### src/rtl/imem_boot_loader.sv
// Boot loader: receives a length-prefixed byte image, writes big-endian words into
// instruction memory, verifies an 8-bit additive checksum, then releases the CPU.
module imem_boot_loader #(
    parameter int unsigned MAX_WORDS = 256,
    parameter logic [31:0] BASE_ADDR = 32'h0000_0000
) (
    input  logic        clk,
    input  logic        areset,
    input  logic [7:0]  rx_data,
    input  logic        rx_valid,
    output logic        rx_ready,
    output logic        imem_we,
    output logic [31:0] imem_addr,
    output logic [31:0] imem_wd,
    output logic        cpu_run,
    output logic        busy,
    output logic        err,
    output logic [15:0] words_loaded
);

    typedef enum logic [2:0] {
        S_CNT_HI,
        S_CNT_LO,
        S_PAYLOAD,
        S_CHECK,
        S_RUN,
        S_ERROR
    } state_t;

    state_t      state_reg;
    state_t      state_next;
    logic [15:0] count_reg;
    logic [1:0]  byte_idx_reg;
    logic [7:0]  csum_reg;
    logic [31:0] asm_reg;

    logic        accept;
    logic        word_done;
    logic [15:0] n_full;
    logic        next_accepts;
    logic        next_busy;

    assign accept = rx_valid && rx_ready;
    assign n_full = {count_reg[15:8], rx_data};

    always_comb begin
        state_next = state_reg;
        word_done  = 1'b0;
        case (state_reg)
            S_CNT_HI: begin
                if (accept) state_next = S_CNT_LO;
            end
            S_CNT_LO: begin
                if (accept) begin
                    if ({16'd0, n_full} > 32'(MAX_WORDS))
                        state_next = S_ERROR;
                    else if (n_full == 16'd0)
                        state_next = S_CHECK;
                    else
                        state_next = S_PAYLOAD;
                end
            end
            S_PAYLOAD: begin
                if (accept && byte_idx_reg == 2'd3) begin
                    word_done = 1'b1;
                    // The last word's pulse overlaps S_CHECK so the check byte can follow immediately.
                    if (words_loaded + 16'd1 == count_reg)
                        state_next = S_CHECK;
                end
            end
            S_CHECK: begin
                if (accept)
                    state_next = (rx_data == csum_reg) ? S_RUN : S_ERROR;
            end
            default: state_next = state_reg;
        endcase
    end

    assign next_accepts = (state_next == S_CNT_HI) || (state_next == S_CNT_LO) ||
                          (state_next == S_PAYLOAD) || (state_next == S_CHECK);
    assign next_busy    = (state_next == S_CNT_LO) || (state_next == S_PAYLOAD) ||
                          (state_next == S_CHECK);

    always_ff @(posedge clk) begin
        if (!areset) begin
            state_reg    <= S_CNT_HI;
            count_reg    <= 16'd0;
            byte_idx_reg <= 2'd0;
            csum_reg     <= 8'd0;
            asm_reg      <= 32'd0;
            rx_ready     <= 1'b0;
            imem_we      <= 1'b0;
            imem_addr    <= BASE_ADDR;
            imem_wd      <= 32'd0;
            cpu_run      <= 1'b0;
            busy         <= 1'b0;
            err          <= 1'b0;
            words_loaded <= 16'd0;
        end else begin
            state_reg <= state_next;
            rx_ready  <= next_accepts;
            busy      <= next_busy;
            // cpu_run trails entry to S_RUN by one edge.
            cpu_run   <= (state_reg == S_RUN);
            err       <= err || (state_next == S_ERROR);
            imem_we   <= word_done;

            if (accept && state_reg != S_CHECK)
                csum_reg <= csum_reg + rx_data;

            if (accept && state_reg == S_CNT_HI)
                count_reg[15:8] <= rx_data;
            if (accept && state_reg == S_CNT_LO)
                count_reg[7:0] <= rx_data;

            if (accept && state_reg == S_PAYLOAD) begin
                asm_reg      <= {asm_reg[23:0], rx_data};
                byte_idx_reg <= byte_idx_reg + 2'd1;
            end

            if (word_done) begin
                imem_wd      <= {asm_reg[23:0], rx_data};
                imem_addr    <= BASE_ADDR + {14'd0, words_loaded, 2'b00};
                words_loaded <= words_loaded + 16'd1;
            end
        end
    end

endmodule

### config.mk
export PLATFORM = sky130hd
export DESIGN_NAME = imem_boot_loader
export DESIGN_NICKNAME = d
export VERILOG_FILES = /design/src/rtl/imem_boot_loader.sv
export SDC_FILE = /design/constraint.sdc
export NUM_CORES = 1
export LEC_CHECK = 0
export CORE_MARGIN = 2
export CORE_UTILIZATION = 40
export DETAILED_ROUTE_END_ITERATION = 8
export HOLD_SLACK_MARGIN = 0.08
export PLACE_DENSITY = 0.7
export SETUP_SLACK_MARGIN = 0.5
export SYNTH_ARGS = -nofsm -noshare
export SYNTH_HDL_FRONTEND = slang
export SYNTH_SLANG_ARGS = --single-unit
### constraint.sdc
create_clock -name clk -period 3.2 [get_ports clk]
set_input_delay 0.64 -clock clk [delete_from_list [all_inputs] [get_ports clk]]
set_output_delay 0.64 -clock clk [all_outputs]
set_load 0.01 [all_outputs]
* Word level (Yosys, flattened, before mapping) *
Cells that the tools add are included.

cells by class
  add/subtract/negate cells = 3
  reductions and logical operators = 15
  multipliers = 0
  equal/unequal tests = 12
  bitwise operators = 0
  divide/modulo/power cells = 0
  shifts and indexed selects = 0
  multiplexer cells = 11
  $lt $le $gt $ge = 1

operators by type and width
  operator               number
  $mux 3                 6
  $add 16x1->16 const B  1
  $eq 16x16->1           1
  $gt 16x9->1 const B    1
  $logic_not 16->1       1
  $eq 3x2->1 const B     4
  $pmux 3 s4             1
  $add 8x8->8            1
  $eq 8x8->1             1
  $eq 3x1->1 const B     2
  $eq 3x3->1 const B     2
  $logic_and 1x1->1      6
  $logic_not 3->1        2
  $logic_or 1x1->1       6
  $mux 1                 4
  $ne 3x2->1 const B     1
  $add 2x1->2 const B    1
  $eq 2x2->1 const B     1

word-level totals
  bits in read-only memories = 0
  bits in registers = 122
  output and inout port bits = 85
  bits in latches = 0
  input port bits = 11
  memories = 0
  word-level logic and storage cells = 56
  RAM bits = 0

* Depth between registers and ports, before layout *
  depth in word-level cells = 9
  mapped depth = 10
  gate-level depth less buffers = 10

* Worst setup path before layout *
Ideal clock, no wire load.

  kind = input-to-reg
  start = input rx_data[1]
  end = register csum_reg[7]
  arrival = 1.988 ns
  setup slack = 1.085 ns
  library setup time = 0.128 ns
  cell stages on the path = 8
  buffers on the path = 0
  path through = ha_1 > a21o_1 > a211oi_1 > o21ai_0 > nand3_1 > nor3b_1 > xnor2_1 > nor2_1

on the way
  longest elaborated chain between the ends = 1

RTL lines
  element               line  source
  start, declared       9     input logic [7:0] rx_data,
  $add 8x8->8           109   csum_reg <= csum_reg + rx_data;
  end signal, assigned  109
  end, declared         34    logic [7:0] csum_reg;

No other way between the ends.
A chain may end at the register's enable or synchronous reset.

* Final worst setup path *
Same ends and word-level chain as after synthesis.

==> out/metrics.cfg <==
[status]
outcome = completed

[sta]
setup_viol = 0
finalCriticalPeriod_ns = 2.45
hold_viol = 0
rsz0062_at_grt = no
setup_tns_ns = 0
fin_worst_skew_ns = 0.00556
tightest_slew_ns = 1.04
finalCritPeriodShare_pct = 76.5
holdWs_ns = 0.450
slew-limit-headroom_pct = 30.2
max_freq_mhz = 409
drv_slew = 0

[grt]
grt_use_met3_pct = 5.22
grt_pass1_wl_um = 21700
grt_overflow = 0
grt_pass1_vias = 4442
grt_use_met1_pct = 23.8
gr-usage-all-layers_pct = 18.6
grt_max_degree = 56
grt_use_met2_pct = 29.5
top_usage_layer = met2
antenna_found_initial = 0

[pwr]
sw_frac_of_total_pct = 22.7
seqPwrFrac_pct = 41.2
p_sw_uw = 860
power_frac_comb_pct = 5.6
clkPwrFrac_pct = 53.1
power_density_nw_per_um2 = 544
p_leak_uw = 0.00245
p_int_uw = 2940
peakVddDrop_mv = 0.378

[logic_synthesis]
synth_area_leaders = dfxtp_1, nand2_1, a21oi_1
synth-async-reset-ratio_pct = 0
ys_ff_latch = 122
synth.distinct_cells = 55
synth-seq-area-share_pct = 44.5
synthMostInstantiatedCell = nand2_1
synth_top_area_share_pct = 44.5
synth_common_cells = nand2_1, dfxtp_1, a21oi_1
yosysWarnings = 0
synthFlopType = dfxtp_1
syn-instance-count = 672
synth_edf_count = 0
yosys.area.top_type = dfxtp_1
syn_avg_cell_area_um2 = 8.17
syn_area_um2 = 5490

[critical_path]
r2r_start = words_loaded[0]
crit_path_start_kind = primary input
crit_start = rx_data[1]
endpoint = csum_reg[7]
r2r_setup_slack_ns = 0.87
critPathArrivalTime_ns = 2.74
ff2ff_path_depth = 8
path_max_fanout = 7
critPathKind = in -> reg
r2r_end = err
end_kind = flip-flop
crit_required_ns = 3.49

[place]
numPortBuffers = 79
dpl.hpwl_um = 8930
routabilityCongestion = 0.852

[clocking]
path_clk_slew_ns = 0.06
clockBufferDepth = 2
clk_root_buffer_cell = clkbuf_16
post_cts_buffers = 0
clk_latency_ns = 0.42
cts_resized = 0
cts_hold_buf = 0
cts_buffers = 17
clock_sinks = 122
cts_tree = built
htreeDepth = 4

[floorplan]
initial_core_util_pct = 41.1
io_pins = 96
rows = 42
die_h_um = 121
core_um2 = 13300
die_w_um = 121
die_area_um2 = 14700

[finish]
n_antenna_cell = 0
final_util_pct = 52.3
largest_register_ffs = 32
drive_above_1_share_pct = 7.96
final-seq-area_um2 = 2440
syn2layout_area_growth_pct = 27.2
multi_input_area_um2 = 2760
num-fill-cells = 1282
nets = 763

[detailed_routing]
route.detailed.drc = 0
drt_wl_total_um = 13100
post_drt_wl_per_cell_um = 14.1
drtIter0Drc = 322
dr.pass1.iters = 4
vias_per_cell = 5.07
num_vias = 4712
ant_nets = 0

[worst_hold_path]
hp-class = reg -> reg

[run]
max_cap_violations = 0

worst min-delay path by stage:
stage	from	end	slack, ns	cells after the start
6_report	asm_reg[22]	imem_wd[30]	0.45	2
5_1_grt	imem_wd[25]	imem_wd[25]	0.48	2
4_1_cts	asm_reg[22]	imem_wd[30]	0.45	2
3_5_place_dp	asm_reg[22]	imem_wd[30]	0.45	2
3_3_place_gp	imem_addr[16]	imem_addr[16]	0.44	2
2_1_floorplan	asm_reg[16]	imem_wd[24]	0.43	2
through the flow:
step           setup slack [ns]  power [µW]  instance area [µm²]  cells
2_1_floorplan              1.08        1750                 5550    687
3_3_place_gp              0.325        1810                 6360    898
3_5_place_dp              0.322        1810                 6360    898
4_1_cts                   0.765        3830                 6980    930
5_1_grt                   0.611        3940                 6980    930
6_report                  0.752        3800                 6980    930
routing by layer:
| layer | up-vias | wire, µm |
|---|---|---|
| li1 | 2363 | - |
| met4 | 0 | 267 |
| met1 | 2206 | 6000 |
| met3 | 24 | 659 |
| met5 | - | 0 |
| met2 | 119 | 6170 |
cell type report:
cell class | instances | share of cell area, %
Inverter | 7 | 0.394
Timing Repair Buffer | 92 | 13.1
Clock buffer | 18 | 6.14
Clock inverter | 14 | 2.78
Sequential cell | 122 | 35.0
Multi-Input combinational cell | 501 | 39.5
Tap cell | 176 | 3.15
cells in the final DEF, fill, tap and decap left out, types with 8 or more instances in the layout:
cell	count
o21ai_0	13
mux2i_1	14
dfxtp_1	122
nand4_1	8
nor2_1	46
xnor2_1	24
nand3_1	15
clkbuf_16	17
xor2_1	15
a21oi_1	92
ha_1	10
buf_4	11
conb_1	16
clkdlybuf4s50_1	79
nand2_1	175
nor3_1	9
worst max-delay path, stage by stage:
cell             delay [ns]
clkdlybuf4s50_1        0.62
ha_1                   0.30
a21o_1                 0.20
a211oi_1               0.28
o21ai_0                0.17
nand3_1                0.10
nor3b_1                0.22
xnor2_1                0.15
nor2_1                 0.05
power by group through the flow:
stage | combinational, µW | clock, µW | sequential [µW]
2_1_floorplan | 165 | 0 | 1590
3_3_place_gp | 208 | 0 | 1600
3_5_place_dp | 213 | 0 | 1600
4_1_cts | 214 | 2050 | 1570
5_1_grt | 237 | 2130 | 1570
6_report | 214 | 2020 | 1570
cell families after synthesis:
group	Yosys count	share of synthesized area, %
AOI/OAI and AO/OA	123	12.3
xor gates and xnor gates	39	6.22
adders and majority gates	11	2.64
buffers and inverters	64	6.47
DFF	122	44.5
muxes	14	2.55
other	1	0.0683
and+or+nand+nor	298	25.3
(Power assumes the default switching activity.)
